## src/rtl/hb_up2_axis_pack.sv

```systemverilog
// Packs interpolator output pairs into {din1, din0} words, buffers them in a
// show-ahead FIFO and streams them out over AXI4-Stream with overflow/drop status.
module hb_up2_axis_pack #(
    parameter int DATA_WIDTH      = 16,
    parameter int FIFO_DEPTH_LOG2 = 4,
    parameter int CNT_WIDTH       = 16
) (
    input  logic                          clk,
    input  logic                          rst,
    input  logic [DATA_WIDTH-1:0]         din0,
    input  logic [DATA_WIDTH-1:0]         din1,
    input  logic                          din_ovf,
    input  logic                          din_valid,
    output logic [2*DATA_WIDTH-1:0]       m_axis_tdata,
    output logic                          m_axis_tuser,
    output logic                          m_axis_tvalid,
    input  logic                          m_axis_tready,
    output logic [FIFO_DEPTH_LOG2:0]      fifo_level,
    output logic                          full,
    output logic [CNT_WIDTH-1:0]          ovf_cnt,
    output logic [CNT_WIDTH-1:0]          drop_cnt,
    input  logic                          cnt_clr
);

    localparam int DEPTH = 1 << FIFO_DEPTH_LOG2;
    localparam int PW    = FIFO_DEPTH_LOG2;
    localparam int LW    = FIFO_DEPTH_LOG2 + 1;
    localparam int EW    = 2 * DATA_WIDTH + 1;

    localparam logic [PW-1:0]        PTR_ONE   = PW'(1);
    localparam logic [LW-1:0]        LVL_ONE   = LW'(1);
    localparam logic [LW-1:0]        DEPTH_LVL = LW'(DEPTH);
    localparam logic [CNT_WIDTH-1:0] CNT_ONE   = CNT_WIDTH'(1);
    localparam logic [CNT_WIDTH-1:0] CNT_MAX   = '1;

    logic [EW-1:0]        mem_q [0:DEPTH-1];
    logic [PW-1:0]        wr_ptr_q, wr_ptr_d;
    logic [PW-1:0]        rd_ptr_q, rd_ptr_d;
    logic [LW-1:0]        level_q, level_d;
    logic                 full_q, full_d;
    logic [CNT_WIDTH-1:0] ovf_cnt_q, ovf_cnt_d;
    logic [CNT_WIDTH-1:0] drop_cnt_q, drop_cnt_d;

    logic tvalid;
    logic pop;
    logic push;
    logic drop;

    assign tvalid = (level_q != '0);
    assign pop    = tvalid & m_axis_tready;
    // A full FIFO still accepts a pair when the head leaves in the same cycle.
    assign push   = din_valid & (~full_q | pop);
    assign drop   = din_valid & full_q & ~pop;

    always_comb begin
        wr_ptr_d   = wr_ptr_q;
        rd_ptr_d   = rd_ptr_q;
        level_d    = level_q;
        ovf_cnt_d  = ovf_cnt_q;
        drop_cnt_d = drop_cnt_q;

        if (push) wr_ptr_d = wr_ptr_q + PTR_ONE;
        if (pop)  rd_ptr_d = rd_ptr_q + PTR_ONE;

        case ({push, pop})
            2'b10:   level_d = level_q + LVL_ONE;
            2'b01:   level_d = level_q - LVL_ONE;
            default: level_d = level_q;
        endcase

        // Clear wins over a coincident increment, so that event is lost.
        if (cnt_clr) begin
            ovf_cnt_d  = '0;
            drop_cnt_d = '0;
        end else begin
            if (push && din_ovf && ovf_cnt_q != CNT_MAX) ovf_cnt_d = ovf_cnt_q + CNT_ONE;
            if (drop && drop_cnt_q != CNT_MAX)           drop_cnt_d = drop_cnt_q + CNT_ONE;
        end

        full_d = (level_d == DEPTH_LVL);
    end

    always_ff @(posedge clk or posedge rst) begin
        if (rst) begin
            wr_ptr_q   <= '0;
            rd_ptr_q   <= '0;
            level_q    <= '0;
            full_q     <= 1'b0;
            ovf_cnt_q  <= '0;
            drop_cnt_q <= '0;
        end else begin
            wr_ptr_q   <= wr_ptr_d;
            rd_ptr_q   <= rd_ptr_d;
            level_q    <= level_d;
            full_q     <= full_d;
            ovf_cnt_q  <= ovf_cnt_d;
            drop_cnt_q <= drop_cnt_d;
        end
    end

    // Storage needs no reset: entries are only observed while tvalid is high.
    always_ff @(posedge clk) begin
        if (push) mem_q[wr_ptr_q] <= {din_ovf, din1, din0};
    end

    assign m_axis_tdata  = mem_q[rd_ptr_q][2*DATA_WIDTH-1:0];
    assign m_axis_tuser  = mem_q[rd_ptr_q][2*DATA_WIDTH];
    assign m_axis_tvalid = tvalid;
    assign fifo_level    = level_q;
    assign full          = full_q;
    assign ovf_cnt       = ovf_cnt_q;
    assign drop_cnt      = drop_cnt_q;

endmodule

```

## config.mk

```make
export PLATFORM = sky130hd
export DESIGN_NAME = hb_up2_axis_pack
export DESIGN_NICKNAME = d
export VERILOG_FILES = /design/src/rtl/hb_up2_axis_pack.sv
export SDC_FILE = /design/constraint.sdc
export NUM_CORES = 1
export LEC_CHECK = 0
export BUFFER_PORTS_ARGS = -buffer_cell sky130_fd_sc_hd__buf_2
export CAP_MARGIN = 20
export CORE_AREA = 3 3 218 306
export CTS_BUF_LIST = sky130_fd_sc_hd__clkbuf_8 sky130_fd_sc_hd__clkbuf_16
export DETAILED_ROUTE_END_ITERATION = 10
export DIE_AREA = 0 0 221 309
export MAX_ROUTING_LAYER = met4
export PLACE_DENSITY_LB_ADDON = 0.12
export SLEW_MARGIN = 20
export SYNTH_ARGS = -nofsm -noshare
export SYNTH_HDL_FRONTEND = slang
export SYNTH_SLANG_ARGS = --single-unit
```

## constraint.sdc

```tcl
create_clock -name clk -period 10 [get_ports clk]
set_input_delay 0.5 -clock clk [delete_from_list [all_inputs] [get_ports clk]]
set_output_delay 0.5 -clock clk [all_outputs]
set_load 0.05 [all_outputs]
```

==> results.py <==
metrics = {
    "run_status": {
        "status": "completed",
    },
    "clocking": {
        "cts_resized": 0,
        "hold_buffers": 0,
        "cts_setup_buffers": 0,
        "numCtsBuffers": 58,
        "clk_pin_slew_ps": 60,
        "clockBufferDepth": 3,
        "cts_tree": "done",
        "cts_sinks": 574,
        "htreeDepth": 2,
        "cts_root_buffer": "clkbuf_16",
        "clk_latency_ps": 600,
    },
    "floorplanning": {
        "initial_utilization_pct": 35.0,
        "fp.dieW_um": 221,
        "coreArea_um2": 64100,
        "io_pins": 110,
        "die_h_um": 309,
        "num_rows": 110,
        "dieArea_um2": 68300,
    },
    "detailed_routing": {
        "drc": 0,
        "drt-initial-drc-count": 768,
        "post_drt_wl_per_cell_um": 25.8,
        "viasPerCell": 5.21,
        "first_pass_iters": 8,
        "routed-via-count": 10700,
        "routed_wl_mm": 53.0,
        "ant_nets": 0,
    },
    "worst_setup_path": {
        "critical_path_arrival_ps": 3750,
        "critPathCaptureType": "output pin",
        "critical_path_class": "flop to output pin",
        "cp-start-kind": "flop",
        "critPathMaxFanout": 67,
        "required_ps": 9500,
    },
    "yosys": {
        "synth_top_family_by_area": "multiplexers",
        "yosys.area_share.simple_pct": 3.22,
        "synthXorXnorAreaFrac_pct": 0.742,
        "syn_area_um2": 22400,
        "synth-seq-area-share_pct": 75.9,
        "synth_warnings": 0,
        "yosys-mux-area-fraction_pct": 17.0,
        "synth.top_cell.area_share_pct": 70.7,
        "synth_common_cells": "528 x edfxtp_1, 165 x mux4_2, 46 x dfrtp_1",
        "synthTopCellsByArea": "edfxtp_1 71%, mux4_2 17%, dfrtp_1 5.1%",
        "syn_inst": 1024,
        "synth_ff_type": "edfxtp_1",
        "synth_compound_area_share_pct": 1.57,
        "synth_seq_cells": 574,
        "yosys.cell_count.top_type": "edfxtp_1",
        "synth_top_area_cell": "edfxtp_1",
        "synth_nets": 1072,
        "avgSynthCellArea_um2": 21.9,
        "synthArstFlopShare_pct": 8.01,
        "synthDistinctLibCells": 45,
        "synth_edf_count": 528,
        "synthAdderAreaFrac_pct": 0.558,
    },
    "final_layout": {
        "instances_no_fill": 2054,
        "drive_gt1_share_pct": 33.9,
        "finalNetCount": 1212,
        "syn_to_final_growth_pct": 15.9,
    },
    "global_routing": {
        "first_global_vias": 11800,
        "antenna_found_initial": 5,
        "grt_overflow_total": 0,
        "grt_first_pass_wirelength_mm": 79.1,
        "grtUsageTotal_pct": 16.2,
        "grt_max_degree": 116,
    },
    "timing": {
        "slew_viol_final": 0,
        "layout_min_cycle_time_ps": 4250,
        "finalCritPeriodShare_pct": 42.5,
        "fin_skew_ps": 15.1,
        "rsz0062_at_grt": "false",
        "tightest_slew_ps": 1020,
        "finalHoldViolCount": 0,
        "hold_slack_ps": 40.0,
        "finalSetupTns_ps": 0,
        "setup_viol": 0,
        "fmax_ghz": 0.236,
        "relSlewSlack_pct": 32.3,
    },
    "run": {
        "cap_viol_max_count": 0,
    },
    "place": {
        "gp_congestion": 0.731,
        "hpwl_mm": 27.2,
        "portBuffers": 109,
        "dp.cells": 1943,
    },
    "power_and_ir_drop": {
        "ir_drop_v": 0.000208,
        "powerDensity_nw_per_um2": 289,
        "power.leakage_nw": 8.42,
        "total_power_mw": 7.50,
    },
    "min_path": {
        "hold_class": "primary input to asynchronous set/reset pin",
    },
}
==> metrics by stage <==
| step | utilization (%) | area (µm²) | worst slack (ps) |
|---|---|---|---|
| global placement | 37.6 | 24100 | 6020 |
| detailed placement | 37.6 | 24100 | 6020 |
| finish | 40.5 | 26000 | 5750 |
| global route | 40.5 | 26000 | 5570 |
| CTS | 40.5 | 26000 | 5360 |
| floorplan | - | 22400 | 5600 |
==> cell type report <==
| type | instances | area [µm²] |
|---|---|---|
| antenna | 3 | 7.51 |
| clock buffer | 59 | 1480 |
| tap | 840 | 1050 |
| fill | 5788 | 38100 |
| timing repair buffer | 130 | 736 |
| multi-input combinational | 389 | 5280 |
| sequential | 574 | 17000 |
| inverter | 11 | 42.5 |
| clock inverter | 48 | 380 |
==> where the power goes <==
group | internal (mW) | switching [mW] | total (mW)
combinational | 0.908 | 1.40 | 2.31
clock | 1.22 | 0.892 | 2.11
sequential | 2.88 | 0.200 | 3.08
==> cells by family (layout without fill, tap and decap cells) <==
| group | after synthesis | count (layout) |
|---|---|---|
| DFF | 574 | 574 |
| muxes | 173 | 173 |
| and+or+nand+nor | 134 | 134 |
| buffers and inverters | 61 | 248 |
| AOI/OAI and AO/OA | 53 | 53 |
| xor gates and xnor gates | 19 | 19 |
| adders and majority gates | 10 | 10 |
| other | 0 | 3 |
==> worst max-delay path, stage by stage, from the launching register on <==
cell,delay [ps]
dfrtp_4,700
buf_16,300
buf_4,840
mux4_2,420
mux4_2,550
buf_2,250
==> placed cells by master (no fill, tap or decap), types with 3 or more instances in the layout <==
| cell | count |
|---|---|
| nor2_1 | 20 |
| nor4_1 | 4 |
| buf_2 | 109 |
| xor2_1 | 11 |
| nor2_4 | 12 |
| inv_1 | 19 |
| nand4_1 | 11 |
| clkinv_1 | 17 |
| and4_1 | 4 |
| mux4_2 | 165 |
| clkinvlp_4 | 3 |
| nand2_1 | 22 |
| or4_1 | 4 |
| mux2i_1 | 3 |
| clkinv_4 | 3 |
| and2_1 | 3 |
| clkbuf_16 | 59 |
| or2_2 | 4 |
| nand2b_1 | 5 |
| buf_4 | 19 |
| a21oi_1 | 22 |
| edfxtp_1 | 528 |
| o2111ai_1 | 3 |
| o41ai_1 | 3 |
| xnor2_1 | 8 |
| nor2b_1 | 5 |
| bufinv_16 | 6 |
| nor3_2 | 4 |
| diode_2 | 3 |
| dfrtp_1 | 42 |
| o21ai_0 | 14 |
| or3_1 | 13 |
| ha_1 | 10 |
| mux2_2 | 5 |
| o31ai_1 | 5 |
| nand3_1 | 11 |
| clkinv_2 | 10 |
| dfrtp_4 | 3 |
==> sequential cells by signal (all words and copies together), names as in the netlist <==
signal / count
ovf_cnt: 16
mem_q: 528
rd_ptr_q: 4
fifo_level: 5
full: 1
wr_ptr_q: 4
drop_cnt: 16
==> final timing paths <==
kind / from / end / slack, ps / cells after the start
setup / recovery: rd_ptr_q[1]$_DFFE_PP0P_ / m_axis_tdata[6] / 5750 / 5
hold / removal: rst / full$_DFF_PP0_ / 40 / 2
setup reg to reg: fifo_level[3]$_DFF_PP0_ / full$_DFF_PP0_ / 6690 / 11
hold reg to reg: drop_cnt[5]$_DFFE_PP0P_ / drop_cnt[5]$_DFFE_PP0P_ / 580 / 2
max in group asynchronous: rst / rd_ptr_q[1]$_DFFE_PP0P_ / 9360 / 2
min in group clk: m_axis_tready / rd_ptr_q[0]$_DFFE_PP0P_ / 260 / 3
==> metal layers <==
layer | global-route usage, % | wire, µm | vias up
met2 | 27.5 | 27500 | 197
li1 | - | - | 4582
met4 | 3.76 | 1100 | 0
met3 | 2.67 | 2040 | 76
met5 | - | 0 | -
met1 | 20.6 | 22300 | 5849
Note: power is estimated with default switching activity, not from simulation.
